## config.mk

```make
export PLATFORM = sky130hd
export DESIGN_NAME = gpr_port_sequencer
export DESIGN_NICKNAME = d
export VERILOG_FILES = /design/src/rtl/cpu_pkg.sv /design/src/rtl/gpr_port_sequencer.sv
export SDC_FILE = /design/constraint.sdc
export NUM_CORES = 1
export LEC_CHECK = 0
export ABC_AREA = 1
export CORE_ASPECT_RATIO = 1.5
export CORE_MARGIN = 10
export CORE_UTILIZATION = 43
export CTS_CLUSTER_DIAMETER = 80
export DETAILED_ROUTE_END_ITERATION = 12
export HOLD_SLACK_MARGIN = 0.05
export PLACE_DENSITY = 0.95
export SYNTH_ARGS = -nofsm -noshare
export SYNTH_HDL_FRONTEND = slang
export SYNTH_SLANG_ARGS = --single-unit
```

## constraint.sdc

```tcl
create_clock -name i_clk -period 2.5 [get_ports i_clk]
set_input_delay 0.25 -clock i_clk [delete_from_list [all_inputs] [get_ports i_clk]]
set_output_delay 0.25 -clock i_clk [all_outputs]
set_load 0.005 [all_outputs]
```

## src/rtl/cpu_pkg.sv

```systemverilog
// Shared constants and sequencer state encoding for the GPR port sequencer and its bench.
package cpu_pkg;

    localparam int CPU_DATA_W    = 8;
    localparam int CPU_REG_IDX_W = 3;

    typedef enum logic [2:0] {
        SEQ_IDLE   = 3'd0,
        SEQ_READ   = 3'd1,
        SEQ_LATCH  = 3'd2,
        SEQ_OPER   = 3'd3,
        SEQ_RESULT = 3'd4,
        SEQ_WRITE  = 3'd5
    } seq_state_e;

    // A multiply always writes back, since its high half must reach the file.
    function automatic logic wb_effective(input logic wb, input logic mul);
        return wb | mul;
    endfunction

endpackage

```

## src/rtl/gpr_port_sequencer.sv

```systemverilog
// Purpose: drives the register file port for one read-ALU-writeback operation at a time.
// Latency: accept at edge N -> op_valid in cycle N+3; result handshake at edge M -> write in cycle M+1.
// Backpressure: req_ready only in IDLE; stalls indefinitely in OPER/RESULT on op_ready/res_valid.
module gpr_port_sequencer
    import cpu_pkg::*;
#(
    parameter int DATA_W    = CPU_DATA_W,
    parameter int REG_IDX_W = CPU_REG_IDX_W
) (
    input  logic                 i_clk,
    input  logic                 i_rst_n,
    input  logic                 i_req_valid,
    output logic                 o_req_ready,
    input  logic [REG_IDX_W-1:0] i_req_src_a,
    input  logic [REG_IDX_W-1:0] i_req_src_b,
    input  logic [REG_IDX_W-1:0] i_req_dst,
    input  logic                 i_req_wb,
    input  logic                 i_req_mul,
    output logic                 o_op_valid,
    input  logic                 i_op_ready,
    output logic [DATA_W-1:0]    o_op_a,
    output logic [DATA_W-1:0]    o_op_b,
    input  logic                 i_res_valid,
    output logic                 o_res_ready,
    input  logic [DATA_W-1:0]    i_res_lo,
    input  logic [DATA_W-1:0]    i_res_hi,
    output logic                 o_rf_read_en,
    output logic                 o_rf_write_en,
    output logic [REG_IDX_W-1:0] o_rf_a_num,
    output logic [REG_IDX_W-1:0] o_rf_b_num,
    output logic [REG_IDX_W-1:0] o_rf_c_num,
    output logic [DATA_W-1:0]    o_rf_c_data,
    output logic [DATA_W-1:0]    o_rf_mul_high,
    input  logic [DATA_W-1:0]    i_rf_a_data,
    input  logic [DATA_W-1:0]    i_rf_b_data,
    output logic                 o_busy
);

    localparam logic [2:0] S_IDLE   = SEQ_IDLE;
    localparam logic [2:0] S_READ   = SEQ_READ;
    localparam logic [2:0] S_LATCH  = SEQ_LATCH;
    localparam logic [2:0] S_OPER   = SEQ_OPER;
    localparam logic [2:0] S_RESULT = SEQ_RESULT;
    localparam logic [2:0] S_WRITE  = SEQ_WRITE;

    typedef struct packed {
        logic [REG_IDX_W-1:0] src_a;
        logic [REG_IDX_W-1:0] src_b;
        logic [REG_IDX_W-1:0] dst;
        logic                 mul;
        logic                 wb_eff;
    } req_t;

    logic [2:0]        r_state;
    logic [2:0]        w_state_nxt;
    req_t              r_req;
    logic [DATA_W-1:0] r_op_a;
    logic [DATA_W-1:0] r_op_b;
    logic [DATA_W-1:0] r_res_lo;
    logic [DATA_W-1:0] r_mul_high;

    logic w_req_fire;
    logic w_op_fire;
    logic w_res_fire;

    assign w_req_fire = (r_state == S_IDLE)   && i_req_valid;
    assign w_op_fire  = (r_state == S_OPER)   && i_op_ready;
    assign w_res_fire = (r_state == S_RESULT) && i_res_valid;

    always_comb begin
        w_state_nxt = r_state;
        case (r_state)
            S_IDLE:   if (i_req_valid) w_state_nxt = S_READ;
            S_READ:   w_state_nxt = S_LATCH;
            S_LATCH:  w_state_nxt = S_OPER;
            S_OPER:   if (i_op_ready) w_state_nxt = S_RESULT;
            S_RESULT: if (i_res_valid) w_state_nxt = r_req.wb_eff ? S_WRITE : S_IDLE;
            S_WRITE:  w_state_nxt = S_IDLE;
            default:  w_state_nxt = S_IDLE;
        endcase
    end

    always_ff @(posedge i_clk or negedge i_rst_n) begin
        if (!i_rst_n) begin
            r_state    <= S_IDLE;
            r_req      <= '0;
            r_op_a     <= '0;
            r_op_b     <= '0;
            r_res_lo   <= '0;
            r_mul_high <= '0;
        end else begin
            r_state <= w_state_nxt;
            if (w_req_fire) begin
                r_req.src_a  <= i_req_src_a;
                r_req.src_b  <= i_req_src_b;
                r_req.dst    <= i_req_dst;
                r_req.mul    <= i_req_mul;
                r_req.wb_eff <= wb_effective(i_req_wb, i_req_mul);
            end
            // The file's registered read data is valid only during LATCH.
            if (r_state == S_LATCH) begin
                r_op_a <= i_rf_a_data;
                r_op_b <= i_rf_b_data;
            end
            if (w_res_fire) begin
                r_res_lo <= i_res_lo;
                if (r_req.mul) r_mul_high <= i_res_hi;
            end
        end
    end

    assign o_req_ready   = (r_state == S_IDLE);
    assign o_busy        = (r_state != S_IDLE);
    assign o_op_valid    = (r_state == S_OPER);
    assign o_res_ready   = (r_state == S_RESULT);
    assign o_op_a        = r_op_a;
    assign o_op_b        = r_op_b;
    assign o_rf_read_en  = (r_state == S_READ);
    assign o_rf_write_en = (r_state == S_WRITE);
    assign o_rf_a_num    = r_req.src_a;
    assign o_rf_b_num    = r_req.src_b;
    assign o_rf_c_num    = r_req.dst;
    assign o_rf_c_data   = r_res_lo;
    // The file writes multiply-high on every write, so it must always see the shadow.
    assign o_rf_mul_high = r_mul_high;

    ap_rw_exclusive: assert property (@(posedge i_clk) disable iff (!i_rst_n)
        !(o_rf_read_en && o_rf_write_en));

endmodule

```

==> impl_summary.txt, run 1 <==
----------------------------------------------------
[Power and ir drop]
  Psw ... between 0.001 and 0.0015 W
  Internal power ... between 0.002 and 0.0025 W
  Portion of total power attributed to the clock network ... 0.199
  Power per cell area ... roughly 1100 mW/mm²
  Switching portion of total power ... 0.3102
  Relative contribution of sequential cells to total power ... 0.380
  Worst voltage drop across the vdd grid ... approximately 0.65 mV
  Leakage dissipation ... ~1.5 nW
  Combinational share of power ... 0.422

[Synth]
  Number of warnings printed during yosys synthesis ... 0
  Nets in the synthesized netlist ... roughly 270
  Average instance area after synthesis ... approximately 9 µm²
  Ranking of synthesized cells by instance count ... 76 x nand2_1, 46 x dfrtp_1, 32 x inv_1, 21 x o21ai_0, 14 x o21ai_1
  Number of instances in the synthesized netlist ... about 220
  Synth cell types ... 18
  Seq cells post-synth ... 46
  Seq/Total Area, Yosys ... 0.5871
  EDFF count, synth ... 0
  Biggest area consumer among synthesized cells ... dfrtp_1
  Top cell type's share of synthesized area ... 0.5871
  Leading cell types by total area after synthesis ... dfrtp_1 59%, nand2_1 15%, inv_1 6.1%
  Top-count cell post-synth ... nand2_1
  Async S/R FF share, synth ... 1.000
  Prevailing post-synth register cell ... dfrtp_1
  Synthesized cell area ... 0.001961 mm²

[Worst setup path]
  Capturing element type of the critical path ... output port
  Data arrival time of the critical path ... around 1.6 ns
  Startpoint class of the critical path ... flop
  Highest net fanout along the worst path ... 6
  Type of the setup path with the least slack ... flop to output port
  Required arrival time at the worst endpoint ... 2.25 ns

[STA]
  Final hold vios ... 0
  Unrepaired setup endpoints after global routing ... false
  Crit share post-route ... 0.7527
  Slew @ Worst Pin ... roughly 1.0 ns
  Worst clock skew ... approximately 0.0074 ns
  Fmax ... 531.4 MHz
  Slew HR ... 0.3289
  Worst-case setup margin in the final layout ... around 0.62 ns
  Setup violators final ... 0
  Max-slew violation total from the final report ... 0
  Total negative setup slack ... 0 ns
  Post-layout minimum cycle time ... 1.882 ns

[Clock tree]
  Clock transition time at the flip-flop clock pins of the worst setup and hold paths ... roughly 0.090 ns
  Number of hold-repair buffers added at the cts stage ... 0
  Post-CTS setup repair buffer count ... 0
  CTS tree ... done
  Clock latency reported for the late side of the worst-skew pair ... ~0.29 ns
  Clock sink count ... 46
  CTS H-tree depth ... 2
  Number of clock buffers inserted by TritonCTS ... 5
  Post-CTS Resized ... 0
  Clock tree root driver cell ... clkbuf_8
  Number of buffers on the longest clock path ... 2

[GRT]
  Global route total overflow ... 0
  Global-route wire length before repair ... 8404 µm
  Initial antenna violation count ... 0
  Largest net degree at the start of global routing ... 47
  Overall routing resource usage ... 0.1398
  Via count of the first global-routing pass ... 1755

[Drt]
  Final wirelength ... between 4000 and 5000 µm
  Pre-Repair DR Iteration Count ... 4
  Number of routed nets with antenna violations ... 0
  DR iter-0 viols ... 74
  Vias per std cell ... 4.522
  Vias after detailed routing ... ~1600
  Wirelength per Cell ... between 10 and 15 µm
  DRC ... 0

[Place]
  Last weighted congestion value of the routability-driven placer ... ~0.74
  Worst setup slack after placement ... 0.9332 ns
  Detailed placer's ending HPWL ... slightly below 4000 µm
  Total of buffers placed on input and output ports ... 94

[Worst hold path]
  Min-delay worst type ... primary input to async pin

[Die]
  Number of core rows ... 30
  Die width ... approximately 75 µm
  Area of the core ... between 0.004 and 0.005 mm²
  Initial core utilization ... 0.4389
  Die Outline Area ... between 0.007 and 0.008 mm²
  Chip Height ... between 100 and 150 µm
  I/O pins ... 95

[Layout]
  Layout Area Growth over Synthesis ... 52.78%
  Fraction of final layout cells with drive strength greater than 1 ... 0.05519
  Number of fill cells ... about 350
  ANT cells ... 0
  Total number of nets in the final design ... around 360

[Run]
  Max-Cap Viols ... 0

[Run status]
  Run status ... finished clean

----------------------------------------------------
power groups by stage:
stage	Clock [W]	Combinational, W	Sequential [W]
6_report	0.000668	0.00142	0.00127
5_1_grt	0.000713	0.00160	0.00133
4_1_cts	0.000684	0.00146	0.00128
3_5_place_dp	0	0.00145	0.00129
3_3_place_gp	0	0.00140	0.00127
2_1_floorplan	0	0.000637	0.00129
layout by cell type, fill, tap and decap left out:
cell,n
nand2_2,1
nand3b_1,2
dfrtp_1,46
nor2_4,3
o21ai_0,21
inv_2,2
bufinv_16,2
clkbuf_8,6
nand3_4,1
buf_2,1
inv_1,32
o21ai_1,14
nor3_1,3
a21oi_1,1
nand3_2,1
nand3_1,3
clkdlybuf4s50_1,93
nand2_1,76
final cells by class:
cell class / instances / area [µm²] / area share
clock buffer: 6 / 82.58 / 0.02757
clock inverter: 2 / 60.06 / 0.02005
inverter: 34 / 127.6 / 0.04261
multi-input combinational: 126 / 578.1 / 0.1930
sequential: 46 / 1151 / 0.3843
tap: 48 / 60.06 / 0.02005
timing repair buffer: 94 / 935.9 / 0.3124
state kept, by name, indices dropped and copies added, names as in the netlist:
register       cells
o_rf_c_num         3
r_state            3
o_op_b             8
o_rf_b_num         3
o_op_a             8
o_rf_mul_high      8
o_rf_a_num         3
r_req              2
o_rf_c_data        8
layer usage:
layer	part of all wire	GRT usage
met5	0	0
met1	0.36	0.1501
met3	0.12	0.06069
met4	0.0064	0.04735
met2	0.52	0.2377
stage by stage:
step	cell area [µm²]	utilization	hold WS, ns	std cells	power (W)
after floorplan	1961	-	-0.04559	221	0.001926
after global placement	2853	0.6387	0.4536	348	0.002674
after detailed placement	2853	0.6387	0.4581	348	0.002743
after CTS	2995	0.6706	0.1629	356	0.003422
after global routing	2995	0.6706	0.2078	356	0.003645
final	2995	0.6706	0.1294	356	0.003358
kinds of logic after synthesis:
kind of cell           share of synthesized area
AO/OA/AOI/OAI                            0.09189
buffers and inverters                     0.1181
flip-flops                                0.5871
AND/OR/NAND/NOR                           0.2029
worst max-delay path, stage by stage, from the launching register on:
cell             delay [ns]
dfrtp_1                0.47
nor2_4                 0.19
nand2_2                0.11
inv_1                  0.07
clkdlybuf4s50_1        0.50
worst paths after layout:
check	start	cells past startpoint	slack [ns]	endpoint
worst max-delay path	r_state[1]$_DFFE_PN0P_	4	0.62	o_req_ready
worst min-delay path	i_rst_n	1	0.13	r_state[0]$_DFFE_PN0P_
worst max register to register	r_state[2]$_DFFE_PN0P_	4	0.98	o_op_b[0]$_DFFE_PN0P_
worst min register to register	o_rf_b_num[2]$_DFFE_PN0P_	2	0.47	o_rf_b_num[2]$_DFFE_PN0P_
max in group asynchronous	i_rst_n	1	1.76	o_rf_mul_high[7]$_DFFE_PN0P_
min in group i_clk	o_rf_b_num[2]$_DFFE_PN0P_	2	0.47	o_rf_b_num[2]$_DFFE_PN0P_
Note: power is estimated with default switching activity, not from simulation.
==> run 2, diff against run 1 <==
CORE_UTILIZATION = 40   (was 43)
PLACE_DENSITY = 0.9   (was 0.95)
clock period = 1.8 ns   (was 2.5 ns; I/O delays follow)
==> run 2 against run 1 <==
  * Clock skew down 0.0036 ns
  * Die area up 5.7%
  * Utilization down 4.3 points
  * Sequential share of layout area down 0.19 points
==> impl_summary.txt, run 2 (synthesis results as in run 1) <==
----------------------------------------------------
[STA]
  Worst clock skew ... 0.003858 ns (-0.003564 ns)
  Max-slew violation total from the final report ... 0 (unchanged)
  Crit share post-route ... 0.9569
  Final hold vios ... 0 (unchanged)
  Total negative setup slack ... 0 ns (unchanged)
  Final worst hold slack ... 0.4226 ns (+0.2932 ns)
  Setup violators final ... 0 (unchanged)
  Slew @ Worst Pin ... 0.6007 ns (-0.4060 ns)
  Post-layout minimum cycle time ... about 1.7 ns
  Fmax ... between 500 and 600 MHz
  Slew HR ... 0.5995 (+0.2706)
  Unrepaired setup endpoints after global routing ... false

[Layout]
  Number of cells in the finished layout apart from fillers ... 378 (+6.2%)
  Total number of nets in the final design ... 359 (+1.1%)
  Most common cell after layout, fill and taps aside ... clkdlybuf4s50_1
  ANT cells ... 0 (unchanged)
  Fraction of final layout cells with drive strength greater than 1 ... 0.06731 (+0.01211)
  Layout Area Growth over Synthesis ... 53.86%
  Highest-count cells in the layout ignoring fill and taps ... 90 x clkdlybuf4s50_1, 76 x nand2_1, 44 x dfrtp_1

[Clock tree]
  Clock tree root driver cell ... clkbuf_8
  Clock sink count ... 46 (unchanged)
  Number of clock buffers inserted by TritonCTS ... 5 (unchanged)
  CTS H-tree depth ... 2 (unchanged)
  CTS tree ... done
  Number of buffers on the longest clock path ... 2 (unchanged)
  Clock latency reported for the late side of the worst-skew pair ... 0.29 ns (about the same)
  Clock transition time at the flip-flop clock pins of the worst setup and hold paths ... 0.08 ns (about the same)

[Place]
  Detailed placer's ending HPWL ... 4164 µm (+5.3%)
  Last weighted congestion value of the routability-driven placer ... 0.6936 (-6.6%)
  Total of buffers placed on input and output ports ... 94 (unchanged)
  Number of placed cells counting well taps ... 367 (+5.5%)

[Die]
  Chip Height ... 105.7 µm (+3.0%)
  Initial core utilization ... 0.4076 (-0.03129)
  Die Outline Area ... 0.008160 mm² (+5.7%)
  I/O pins ... 95 (unchanged)
  Die width ... 77.17 µm (+2.7%)
  Number of core rows ... 31 (+3.3%)
  Area of the core ... 0.004810 mm² (+7.7%)

[Power and ir drop]
  Switching portion of total power ... 0.3286 (+0.01839)
  Leakage dissipation ... 1.501 nW (+1.5%)
  Portion of total power attributed to the clock network ... 0.143 (-0.056)
  Combinational share of power ... 0.454 (+0.032)
  Psw ... 0.001447 W (+39%)
  Internal power ... 0.002956 W (+28%)
  Power per cell area ... 1460 mW/mm² (+30%)
  Relative contribution of sequential cells to total power ... 0.404 (+0.024)
  Worst voltage drop across the vdd grid ... 0.8653 mV (+34%)

[GRT]
  Initial antenna violation count ... 0 (unchanged)
  Global route total overflow ... 0 (unchanged)
  Largest net degree at the start of global routing ... 34 (-28%)
  Global-route wire length before repair ... 8983 µm (+6.9%)
  Via count of the first global-routing pass ... 1787 (+1.8%)
  Overall routing resource usage ... 0.1333 (-0.006430)

[Drt]
  DR iter-0 viols ... 90 (+22%)
  Vias after detailed routing ... 1662 (+3.2%)
  DRC ... 0 (unchanged)
  Vias per std cell ... 4.397 (-2.8%)
  Pre-Repair DR Iteration Count ... 4 (unchanged)
  Final wirelength ... 5209 µm (+4.3%)
  Wirelength per Cell ... 13.78 µm (-1.8%)
  Number of routed nets with antenna violations ... 0 (unchanged)

[Worst setup path]
  Data arrival time of the critical path ... 1.54 ns (-0.09 ns)
  Type of the setup path with the least slack ... flop to output port
  Highest net fanout along the worst path ... 4 (-2)
  Required arrival time at the worst endpoint ... 1.62 ns (-0.63 ns)
  Capturing element type of the critical path ... output port
  Startpoint class of the critical path ... flop

[Worst hold path]
  Min-delay worst type ... primary input to async pin

[Run status]
  Run status ... finished clean

[Run]
  Max-Cap Viols ... 0 (unchanged)

----------------------------------------------------
run 2: cell type report:
type	instances	area, µm²
clock buffers	7	86.33
clock inverters	1	5.005
fillers	428	1793
inverters	34	130.1
multi-input cells	126	578.1
flip-flops and latches	46	1154
well taps	66	82.58
repair buffers	98	980.9
run 2: worst paths after layout:
path                                            from                         end  slack [ns]  cells past startpoint
setup / recovery              r_state[0]$_DFFE_PN0P_                 o_res_ready        0.08                      2
hold / removal                               i_rst_n   o_rf_c_num[0]$_DFFE_PN0P_        0.42                      2
setup reg to reg              r_state[0]$_DFFE_PN0P_       o_op_a[3]$_DFFE_PN0P_        0.35                      3
hold reg to reg            o_rf_b_num[1]$_DFFE_PN0P_   o_rf_b_num[1]$_DFFE_PN0P_        0.47                      2
max in group asynchronous                    i_rst_n  o_rf_c_data[1]$_DFFE_PN0P_        0.84                      3
min in group i_clk                    i_req_src_a[0]   o_rf_a_num[0]$_DFFE_PN0P_        0.42                      3
run 2: layer usage:
metal	vias to the layer above	track usage	routed length (µm)
met1	752	0.1351	1929
met3	4	0.05442	421
met5	-	0	0
met4	0	0.03534	39
met2	59	0.2446	2819
li1	847	-	-
run 2: metrics by stage:
stage | total power (W) | util | setup WS [ns] | area [µm²]
after floorplan | 0.002675 | - | 0.6321 | 1961
after global placement | 0.003721 | 0.6020 | 0.3021 | 2895
after detailed placement | 0.003817 | 0.6020 | 0.2904 | 2895
after CTS | 0.004483 | 0.6246 | 0.003497 | 3004
after global routing | 0.004792 | 0.6272 | 0.002956 | 3017
final | 0.004403 | 0.6272 | 0.07764 | 3017
run 2: power groups by stage:
stage | Combinational [W] | Sequential, W | Clock, W
floorplan | 0.000885 | 0.00179 | 0
global placement | 0.00196 | 0.00176 | 0
detailed placement | 0.00203 | 0.00179 | 0
CTS | 0.00204 | 0.00178 | 0.000663
global route | 0.00225 | 0.00185 | 0.000695
finish | 0.00200 | 0.00178 | 0.000628
run 2: critical path, cell delays in order (launching register included):
cell and delay (ns):
dfrtp_1 0.44, nor3_1 0.26, clkdlybuf4s50_1 0.55
run 2: repair_timing:
item | CTS | global route
setup endpoints to repair | 5 | 3
setup buffers | 1 | 1
pin swaps | 1 | 0
hold buffers | 1 | 0
gates resized for setup | 4 | 2
endpoints found under the hold margin | 25 | 0
==> run 3, diff against run 2 <==
CORE_UTILIZATION = 43   (was 40)
PLACE_DENSITY = 0.95   (was 0.9)
clock period = 2.15 ns   (was 1.8 ns; I/O delays follow)
==> run 3 against run 2 <==
  * First-iteration DRC count down 2.2%
  * Routed wire length fell by 2.6%
  * Register-to-register slack gained 0.28 ns
  * Die area down 5.4%
  * Clock skew grew 0.00079 ns
  * Largest cell class unchanged
==> impl_summary.txt, run 3 (synthesis results as in run 1) <==
----------------------------------------------------
[GRT]
  M3 GR Usage ... 0.05684 (+0.002418)
  Global route total overflow ... 0 (unchanged)
  Initial antenna violation count ... 0 (unchanged)
  Met1 usage in global routing ... 0.1394 (+0.004332)
  GRT Max-Usage Layer ... met2
  Via count of the first global-routing pass ... 1721 (-3.7%)
  Global-route wire length before repair ... 8252 µm (-8.1%)
  Overall routing resource usage ... 0.1370 (+0.003648)
  Largest net degree at the start of global routing ... 47 (+38%)
  Routing usage on met2 ... 0.2470 (+0.002416)

[Worst setup path]
  Worst R2R Path Depth ... 3 (unchanged)
  Data arrival time of the critical path ... 1.66 ns (+0.12 ns)
  Reg-to-reg startpoint ... r_state[2]$_DFFE_PN0P_
  Required arrival time at the worst endpoint ... 1.93 ns (+0.31 ns)
  Worst reg-to-reg setup slack ... 0.63 ns (+0.28 ns)
  Startpoint class of the critical path ... flop
  Type of the setup path with the least slack ... flop to output port
  RR Endpoint ... o_op_a[5]$_DFFE_PN0P_
  Highest net fanout along the worst path ... 4 (unchanged)
  Capturing element type of the critical path ... output port

[Clock tree]
  Clock latency reported for the late side of the worst-skew pair ... 0.29 ns (about the same)
  CTS tree ... done
  Clock sink count ... 46 (unchanged)
  Clock tree root driver cell ... clkbuf_8
  Number of buffers on the longest clock path ... 2 (unchanged)
  Number of clock buffers inserted by TritonCTS ... 5 (unchanged)
  Post-CTS setup repair buffer count ... 0 (-1)
  Number of hold-repair buffers added at the cts stage ... 1 (unchanged)
  CTS H-tree depth ... 2 (unchanged)
  Clock transition time at the flip-flop clock pins of the worst setup and hold paths ... 0.08 ns (about the same)
  Post-CTS Resized ... 0 (-4)

[Drt]
  Number of routed nets with antenna violations ... 0 (unchanged)
  Vias per std cell ... 4.648 (+5.7%)
  Final wirelength ... 5075 µm (-2.6%)
  DRC ... 0 (unchanged)
  DR iter-0 viols ... 88 (-2.2%)
  Vias after detailed routing ... 1664 (+0.12%)
  Pre-Repair DR Iteration Count ... 4 (unchanged)
  Wirelength per Cell ... 14.18 µm (+2.9%)

[Worst hold path]
  Min-delay worst type ... primary input to async pin

[STA]
  Max-slew violation total from the final report ... 0 (unchanged)
  Setup violators final ... 0 (unchanged)
  Final hold vios ... 0 (unchanged)
  Slew @ Worst Pin ... 0.5241 ns (-0.07662 ns)
  Slew HR ... 0.6502 (+0.05068)
  Post-layout minimum cycle time ... 1.871 ns
  Worst clock skew ... 0.004650 ns (+0.0007925 ns)
  Fmax ... roughly 530 MHz
  Crit share post-route ... 0.8703
  Unrepaired setup endpoints after global routing ... false
  Total negative setup slack ... 0 ns (unchanged)

[Power and ir drop]
  Power per cell area ... 1247 mW/mm² (-15%)
  Leakage dissipation ... 1.478 nW (-1.5%)
  Worst voltage drop across the vdd grid ... 0.7389 mV (-15%)

[Layout]
  Total number of nets in the final design ... 357 (-0.56%)
  Most common cell after layout, fill and taps aside ... clkdlybuf4s50_1
  Final core utilization ... 0.6700 (+0.04282)
  Layout Area Growth over Synthesis ... 52.65%
  ANT cells ... 0 (unchanged)
  Fraction of final layout cells with drive strength greater than 1 ... 0.05806 (-0.009243)
  Highest-count cells in the layout ignoring fill and taps ... 93 x clkdlybuf4s50_1, 76 x nand2_1, 46 x dfrtp_1
  Number of fill cells ... 365 (-15%)

[Die]
  Chip Height ... 102.7 µm (-2.9%)
  Initial core utilization ... 0.4389 (+0.03129)
  Die width ... 75.14 µm (-2.6%)
  Die Outline Area ... 0.007716 mm² (-5.4%)
  Number of core rows ... 30 (-3.2%)
  I/O pins ... 95 (unchanged)
  Area of the core ... 0.004467 mm² (-7.1%)

[Run]
  Max-Cap Viols ... 0 (unchanged)

[Place]
  Last weighted congestion value of the routability-driven placer ... 0.7419 (+7.0%)
  Total of buffers placed on input and output ports ... 94 (unchanged)
  Detailed placer's ending HPWL ... 3987 µm (-4.2%)

[Run status]
  Run status ... finished clean

----------------------------------------------------
==> run 3: changes by cell type in the layout (fill, tap and decap cells not counted), sizes merged <==
cell           before  now
dlymetal6s2s        1    0
clkdlybuf4s50      90   93
dlygate4sd2         2    0
clkinv              1    0
clkbuf              7    8
buf                 4    2
==> run 3: metal layers <==
layer / vias up / wire, µm
met4: 0 / 38
met5: - / 0
met2: 60 / 2672
met1: 758 / 1887
met3: 4 / 476
li1: 842 / -
==> run 3: metrics by stage <==
| step | total power, W | hold WS (ns) | std cells | area, µm² | worst slack [ns] |
|---|---|---|---|---|---|
| after detailed placement | 0.003186 | 0.2170 | 349 | 2873 | 0.5976 |
| after floorplan | 0.002240 | -0.08059 | 221 | 1961 | 0.9821 |
| after global placement | 0.003113 | 0.2098 | 349 | 2873 | 0.6464 |
| final | 0.003733 | 0.4299 | 358 | 2993 | 0.2789 |
| after CTS | 0.003811 | 0.4356 | 358 | 2993 | 0.2606 |
| after global routing | 0.004048 | 0.4497 | 358 | 2993 | 0.1791 |
==> run 3: worst max-delay path by stage <==
stage                           startpoint                      endpoint  slack (ns)
finish              r_state[0]$_DFFE_PN0P_                  o_rf_read_en        0.28
global placement    r_state[1]$_DFFE_PN0P_                  o_rf_read_en        0.65
detailed placement  r_state[2]$_DFFE_PN0P_         o_op_a[5]$_DFFE_PN0P_        0.60
floorplan           r_state[1]$_DFFE_PN0P_  o_rf_mul_high[3]$_DFFE_PN0P_        0.98
global route        r_state[0]$_DFFE_PN0P_                  o_rf_read_en        0.18
CTS                 r_state[0]$_DFFE_PN0P_                  o_rf_read_en        0.26
==> run 3: where the power goes <==
part	total, W	switching [W]	internal [W]	leakage (nW)
Sequential	0.00148	0.000227	0.00126	0.579
Combinational	0.00165	0.000704	0.000946	0.842
Clock	0.000599	0.000275	0.000325	0.0575
==> run 3: final cells by class <==
cell class	instances	area (µm²)	area share
well taps	48	60.06	0.02007
inverters	34	127.6	0.04264
clock buffers	8	110.1	0.03679
repair buffers	96	965.9	0.3227
flip-flops and latches	46	1151	0.3846
multi-input cells	126	578.1	0.1931
==> run 3: critical path: stages, from the launching register on <==
cell and delay (ns):
dfrtp_1 0.44, inv_1 0.12, nor3_1 0.23, clkdlybuf4s50_1 0.57
